<file path="src/rtl/riscv_lsu.sv">
// RV32I load/store unit: one request at a time, word-wide memory bus,
// optional split of misaligned accesses into two beats, bus timeout abort.
module riscv_lsu #(
  parameter int ADDR_WIDTH       = 32,
  parameter int TIMEOUT          = 255,
  parameter bit SPLIT_MISALIGNED = 1'b0
) (
  input  logic                  clk,
  input  logic                  reset,
  input  logic                  req_valid,
  output logic                  req_ready,
  input  logic                  req_store,
  input  logic [2:0]            req_funct3,
  input  logic [ADDR_WIDTH-1:0] req_addr,
  input  logic [31:0]           req_wdata,
  output logic                  resp_valid,
  input  logic                  resp_ready,
  output logic [31:0]           resp_data,
  output logic                  resp_error,
  output logic [1:0]            resp_cause,
  output logic                  mem_valid,
  output logic                  mem_instr,
  output logic [ADDR_WIDTH-1:0] mem_addr,
  output logic [31:0]           mem_wdata,
  output logic [3:0]            mem_wstrb,
  input  logic                  mem_ready,
  input  logic [31:0]           mem_rdata
);

  typedef enum logic [1:0] {IDLE, ACC1, ACC2, RESP} state_t;

  localparam logic [1:0] C_OK = 2'd0, C_MIS = 2'd1, C_ILL = 2'd2, C_TMO = 2'd3;
  localparam int CW = (TIMEOUT > 1) ? $clog2(TIMEOUT + 1) : 1;
  localparam logic [CW-1:0] TMO_LAST = CW'((TIMEOUT == 0) ? 0 : TIMEOUT - 1);

  function automatic logic f3_illegal(input logic st, input logic [2:0] f3);
    return st ? (f3 >= 3'd3) : (f3 == 3'd3 || f3 == 3'd6 || f3 == 3'd7);
  endfunction

  function automatic logic f3_misaligned(input logic [2:0] f3, input logic [1:0] off);
    return (f3[1:0] == 2'd1 && off[0]) || (f3[1:0] == 2'd2 && off != 2'd0);
  endfunction

  function automatic logic [31:0] load_ext(input logic [2:0] f3, input logic [31:0] v);
    case (f3)
      3'd0:    return {{24{v[7]}}, v[7:0]};
      3'd1:    return {{16{v[15]}}, v[15:0]};
      3'd4:    return {24'd0, v[7:0]};
      3'd5:    return {16'd0, v[15:0]};
      default: return v;
    endcase
  endfunction

  state_t                state_q, state_d;
  logic                  store_q, store_d;
  logic [2:0]            f3_q, f3_d;
  logic [ADDR_WIDTH-1:0] addr_q, addr_d;
  logic [31:0]           wdata_q, wdata_d;
  logic [31:0]           lo_q, lo_d;
  logic [31:0]           resp_data_q, resp_data_d;
  logic [1:0]            resp_cause_q, resp_cause_d;
  logic                  mem_valid_q, mem_valid_d;
  logic [ADDR_WIDTH-1:0] mem_addr_q, mem_addr_d;
  logic [31:0]           mem_wdata_q, mem_wdata_d;
  logic [3:0]            mem_wstrb_q, mem_wstrb_d;
  logic [CW-1:0]         cnt_q, cnt_d;

  logic [1:0]            off;
  logic [3:0]            size_mask;
  logic [7:0]            lane_mask;
  logic                  split, beat2, hs, stall, tmo_hit;
  logic [63:0]           wd_shift, rdata64;
  logic [31:0]           wd_rep, ld_word;
  logic [ADDR_WIDTH-3:0] word, word_nxt;
  logic [ADDR_WIDTH-1:0] beat_addr;
  logic [3:0]            beat_strb;
  logic [31:0]           beat_wdata;

  // Byte-lane view over an 8-byte window: low nibble is the first word, high
  // nibble spills into the next word and is only non-zero for split accesses.
  always_comb begin
    off = addr_q[1:0];
    case (f3_q[1:0])
      2'd0:    size_mask = 4'b0001;
      2'd1:    size_mask = 4'b0011;
      default: size_mask = 4'b1111;
    endcase
    lane_mask = {4'd0, size_mask} << off;
    split     = (lane_mask[7:4] != 4'd0);
    beat2     = (state_q == ACC2);
    word      = addr_q[ADDR_WIDTH-1:2];
    word_nxt  = word + (ADDR_WIDTH-2)'(1);
    beat_addr = beat2 ? {word_nxt, 2'b00} : {word, 2'b00};
    wd_shift  = {32'd0, wdata_q} << {off, 3'b000};
    case (f3_q[1:0])
      2'd0:    wd_rep = {4{wdata_q[7:0]}};
      2'd1:    wd_rep = {2{wdata_q[15:0]}};
      default: wd_rep = wdata_q;
    endcase
    beat_strb  = 4'd0;
    beat_wdata = 32'd0;
    if (store_q) begin
      beat_strb  = beat2 ? lane_mask[7:4] : lane_mask[3:0];
      beat_wdata = split ? (beat2 ? wd_shift[63:32] : wd_shift[31:0]) : wd_rep;
    end
    rdata64 = beat2 ? {mem_rdata, lo_q} : {32'd0, mem_rdata};
    ld_word = rdata64[{off, 3'b000} +: 32];
    hs      = mem_valid_q && mem_ready;
    stall   = mem_valid_q && !mem_ready;
    tmo_hit = (TIMEOUT != 0) && stall && (cnt_q == TMO_LAST);
  end

  always_comb begin
    state_d      = state_q;
    store_d      = store_q;
    f3_d         = f3_q;
    addr_d       = addr_q;
    wdata_d      = wdata_q;
    lo_d         = lo_q;
    resp_data_d  = resp_data_q;
    resp_cause_d = resp_cause_q;
    mem_valid_d  = 1'b0;
    mem_addr_d   = '0;
    mem_wdata_d  = 32'd0;
    mem_wstrb_d  = 4'd0;
    cnt_d        = stall ? cnt_q + CW'(1) : '0;
    case (state_q)
      IDLE: if (req_valid) begin
        store_d      = req_store;
        f3_d         = req_funct3;
        addr_d       = req_addr;
        wdata_d      = req_wdata;
        resp_data_d  = 32'd0;
        resp_cause_d = C_OK;
        if (f3_illegal(req_store, req_funct3)) begin
          resp_cause_d = C_ILL;
          state_d      = RESP;
        end else if (!SPLIT_MISALIGNED && f3_misaligned(req_funct3, req_addr[1:0])) begin
          resp_cause_d = C_MIS;
          state_d      = RESP;
        end else begin
          state_d = ACC1;
        end
      end
      ACC1, ACC2: begin
        // mem_valid is registered, so the first cycle of each beat only launches it.
        if (hs) begin
          if (!beat2 && split) begin
            lo_d    = mem_rdata;
            state_d = ACC2;
          end else begin
            resp_data_d = store_q ? 32'd0 : load_ext(f3_q, ld_word);
            state_d     = RESP;
          end
        end else if (tmo_hit) begin
          resp_cause_d = C_TMO;
          state_d      = RESP;
        end else begin
          mem_valid_d = 1'b1;
          mem_addr_d  = beat_addr;
          mem_wstrb_d = beat_strb;
          mem_wdata_d = beat_wdata;
        end
      end
      RESP: if (resp_ready) state_d = IDLE;
      default: state_d = IDLE;
    endcase
  end

  always_ff @(posedge clk) begin
    if (!reset) begin
      state_q      <= IDLE;
      store_q      <= 1'b0;
      f3_q         <= 3'd0;
      addr_q       <= '0;
      wdata_q      <= 32'd0;
      lo_q         <= 32'd0;
      resp_data_q  <= 32'd0;
      resp_cause_q <= C_OK;
      mem_valid_q  <= 1'b0;
      mem_addr_q   <= '0;
      mem_wdata_q  <= 32'd0;
      mem_wstrb_q  <= 4'd0;
      cnt_q        <= '0;
    end else begin
      state_q      <= state_d;
      store_q      <= store_d;
      f3_q         <= f3_d;
      addr_q       <= addr_d;
      wdata_q      <= wdata_d;
      lo_q         <= lo_d;
      resp_data_q  <= resp_data_d;
      resp_cause_q <= resp_cause_d;
      mem_valid_q  <= mem_valid_d;
      mem_addr_q   <= mem_addr_d;
      mem_wdata_q  <= mem_wdata_d;
      mem_wstrb_q  <= mem_wstrb_d;
      cnt_q        <= cnt_d;
    end
  end

  assign req_ready  = (state_q == IDLE);
  assign resp_valid = (state_q == RESP);
  assign resp_data  = resp_data_q;
  assign resp_cause = resp_cause_q;
  assign resp_error = (resp_cause_q != C_OK);
  assign mem_valid  = mem_valid_q;
  assign mem_instr  = 1'b0;
  assign mem_addr   = mem_addr_q;
  assign mem_wdata  = mem_wdata_q;
  assign mem_wstrb  = mem_wstrb_q;

endmodule

</file>
<file path="config.mk">
export PLATFORM = sky130hd
export DESIGN_NAME = riscv_lsu
export DESIGN_NICKNAME = d
export VERILOG_FILES = /design/src/rtl/riscv_lsu.sv
export SDC_FILE = /design/constraint.sdc
export NUM_CORES = 1
export LEC_CHECK = 0
export CAP_MARGIN = 20
export CELL_PAD_IN_SITES_DETAIL_PLACEMENT = 1
export CELL_PAD_IN_SITES_GLOBAL_PLACEMENT = 1
export CORE_ASPECT_RATIO = 0.8
export CORE_MARGIN = 2
export CORE_UTILIZATION = 43
export CTS_CLUSTER_SIZE = 8
export DETAILED_ROUTE_END_ITERATION = 10
export DONT_BUFFER_PORTS = 1
export HOLD_SLACK_MARGIN = 0.15
export PLACE_DENSITY = 0.72
export SLEW_MARGIN = 15
export SYNTH_ARGS = -nofsm -noshare
export SYNTH_HDL_FRONTEND = slang
export SYNTH_SLANG_ARGS = --single-unit
</file>
<file path="constraint.sdc">
create_clock -name clk -period 2.21 [get_ports clk]
set_input_delay 0.442 -clock clk [delete_from_list [all_inputs] [get_ports clk]]
set_output_delay 0.442 -clock clk [all_outputs]
set_load 0.02 [all_outputs]
</file>
==> summary.md <==
| Metric | Value |
|---|---|
| H-tree Lvls | `1` |
| CP Capture Type | `register` |
| Hpwl dp | `23.4 mm` |
| CTS tree | `built` |
| Required time of the critical path | `2.68 ns` |
| Logic gate share of total power | `35.0%` |
| Initial Util | `44.0%` |
| VDD IR-drop max | `0.621 mV` |
| Crit path arrival time | `2.71 ns` |
| Fmax | `0.447 GHz` |
| Inserted Clock Buffers | `30` |
| GRT Total Usage | `27.4%` |
| Placer Congestion | `0.824` |
| Final setup fails | `11` |
| Failing checks | `negative setup slack` |
| I/O pin total | `212` |
| Pins over their slew limit | `0` |
| Asr flop ratio synth | `0%` |
| Ys flop type | `dfxtp_1` |
| Non-filler cells, final | `1650` |
| YS warnings | `0` |
| Iteration-0 DRC Markers | `545` |
| Syn avg cell area | `8.41 um^2` |
| Crit path kind | `register to register` |
| Total number of vias | `9678` |
| Cells after DPL | `1508` |
| Layout cells sized above 1 | `14.0%` |
| Leak pwr | `4.40 nW` |
| Fin. Hold Viols | `0` |
| Largest net degree at the start of global routing | `65` |
| Number of synthesized flops with an enable pin | `0` |
| Sequential share of the synthesized area | `40.8%` |
| Crit-path max FO | `8` |
| Setup WS post-layout | `-0.0270 ns` |
| Area Growth Syn to Fin | `26.3%` |
| Power per cell area | `1030 nW/um^2` |
| Switching Share | `36.1%` |
| Sequential share of power | `34.9%` |
| Yosys cell types | `51` |
| CTS clk-pin slew, worst paths | `0.06 ns` |
| Via/cell ratio | `5.87` |
| Worst-case clock buffer depth | `3` |
| Reg2Reg Setup Slack | `-0.03 ns` |
| Die area | `25300 um^2` |
| IO Port Bufs | `0` |
| Initial antenna violation count | `0` |
| Clock share of power | `30.0%` |
| Fillers | `2755` |
| FF+latch count, synth | `211` |
| Hold/Removal Path Class | `input port to register` |
| Die H | `143 um` |
| Cell Area, Synth | `10400 um^2` |
| Total clock sinks | `211` |
| # rows | `50` |
| Vias in the first global route | `9881` |
| Minimum clock period | `2.24 ns` |
| Die width | `177 um` |
| TritonRoute pass-1 iters | `4` |
| RSZ-0062 raised after global routing | `yes` |
| Critical Path Source Type | `register` |
| Wire per inst | `21.7 um` |
| Root Buffer | `clkbuf_16` |
| Nets | `1448` |
| Clk_skew | `0.0236 ns` |
| Pwr Total | `13.5 mW` |
| Drt total wl | `35.8 mm` |
| Outcome | `finished, violations left` |
| Fin crit share | `101%` |
| P_sw | `4.86 mW` |
| Max-Cap Viols | `0` |
| Core footprint | `23500 um^2` |
| Internal | `8.60 mW` |
| Grt total ovfl | `0` |
| First-pass GRT wire length | `55.2 mm` |
| Remaining DRCs | `0` |
| Syn Inst Count | `1231` |
| Post-DRT Antenna Nets | `0` |
| Clk Latency, worst-skew pair | `0.55 ns` |
[final timing paths]
kind,startpoint,end,cells past startpoint
setup reg to reg,state_q[0],resp_data[19],8
hold / removal,req_funct3[2],resp_cause[1],2
setup / recovery,state_q[0],resp_data[19],8
hold reg to reg,addr_q[30],addr_q[30],2
[flip-flops by register name, indices dropped and copies added (netlist names)]
name and flops:
mem_wstrb 4, f3_q 3, state_q 2, lo_q 32, addr_q 32, cnt_q 8
mem_valid 1, mem_addr 30, resp_data 32, store_q 1, wdata_q 32, mem_wdata 32
resp_cause 2
[power by group through the flow]
stage	Combinational [mW]	Sequential, mW	Clock, mW
floorplan	2.93	4.59	0
global placement	4.14	4.74	0
detailed placement	4.24	4.76	0
CTS	4.49	4.69	4.13
global route	5.09	4.74	4.31
finish	4.71	4.70	4.04
[cell usage after synthesis, types with 2 or more instances]
cell type    n  area share (%)
or2_2        4            0.24
buf_4        3            0.22
nor3_1       7            0.34
nor4_1       9            0.54
o221ai_1     7            0.59
a21oi_1    100             4.8
a22oi_1     16             1.2
nand2b_1     4            0.24
a32oi_1      6            0.51
o211ai_1    12            0.87
o21ai_0     52             2.5
xor2_1      10            0.85
buf_2       15            0.73
nand4_1      9            0.54
mux2i_1    118              11
mux2_2      20             2.2
a2bb2oi_1   25             2.1
buf_1       11            0.40
and2_1       3            0.18
buf_6        2            0.22
nor2_1     122             4.4
o2111ai_1    2            0.17
o31ai_1      2            0.14
a311oi_1     9            0.76
inv_1       11            0.40
nand3_1     24             1.2
mux4_2      14             3.0
xnor2_1     18             1.5
ha_1         8            0.97
clkbuf_1    71             2.6
a31oi_1      8            0.48
nand2_1    225             8.2
or3_1       12            0.73
o22ai_1     31             1.9
dfxtp_1    211              41
and3_1       7            0.42
and4_1       3            0.25
o211a_1      3            0.29
nor2b_1      5            0.30
[timing repair]
item,in CTS,in global routing
gates cloned,1,0
resized for setup,9,39
hold buffers,101,0
endpoints found under the hold margin,108,0
buffers inserted,1,4
pin swaps,0,6
endpoints found under the setup margin,21,48
[layout by cell type (no fill, tap or decap), drive strengths merged, types with 9 or more instances in the layout]
master       count
a21oi          100
a22oi           16
a2bb2oi         25
a311oi           9
buf             71
clkbuf          33
dfxtp          211
dlygate4sd3    101
inv             12
mux2            20
mux2i          118
mux4            14
nand2          225
nand3           24
nand4            9
nor2           122
nor4             9
o211ai          12
o21ai           52
o22ai           31
or3             12
xnor2           18
xor2            10
[layout make-up]
type                            count  area [um^2]  share of cell area (%)
Multi-Input combinational cell    907         5890                    45.0
Sequential cell                   211         4240                    32.4
Inverter                           13         53.8                   0.412
Tap cell                          312          390                    2.99
Clock buffer                       33          793                    6.07
Timing Repair Buffer              172         1710                    13.1
Antenna cell                        1         2.50                  0.0191
Clock inverter                      1         5.00                  0.0383
[worst max-delay path: stages, from the launching register on]
cell and delay [ns]:
dfxtp_2 0.35, inv_4 0.05, ha_4 0.20, mux2i_2 0.18, mux4_2 0.48, o32a_1 0.19
or3_4 0.38, buf_8 0.17, o22ai_2 0.16
[stage by stage]
stage	setup slack [ns]	util (%)	instance area, um^2	hold WS (ns)	TNS [ns]
5_1_grt	-0.0935	55.6	13100	0.180	-0.677
2_1_floorplan	0.0000435	-	10400	0.441	0
3_5_place_dp	-0.100	46.7	11000	0.464	-0.436
6_report	-0.0270	55.6	13100	0.179	-0.185
3_3_place_gp	-0.0621	46.7	11000	0.454	-0.105
4_1_cts	-0.00894	54.6	12800	0.154	-0.0160
[layer usage]
layer / GRT usage [%] / wire length (um)
met1: 35.7 / 15500
met2: 46.1 / 17100
met3: 6.04 / 2430
met4: 6.64 / 718
met5: 0 / 0
[cell families after synthesis]
group,synth area share (%)
AO/OA/AOI/OAI,16.8
adder cells (fa/ha/maj),0.967
multiplexers,16.6
other,0.0362
buffers and inverters,4.60
AND/OR/NAND/NOR,17.8
XOR/XNOR,2.37
flip-flops,40.8
Power figures use the tool's default switching activity.
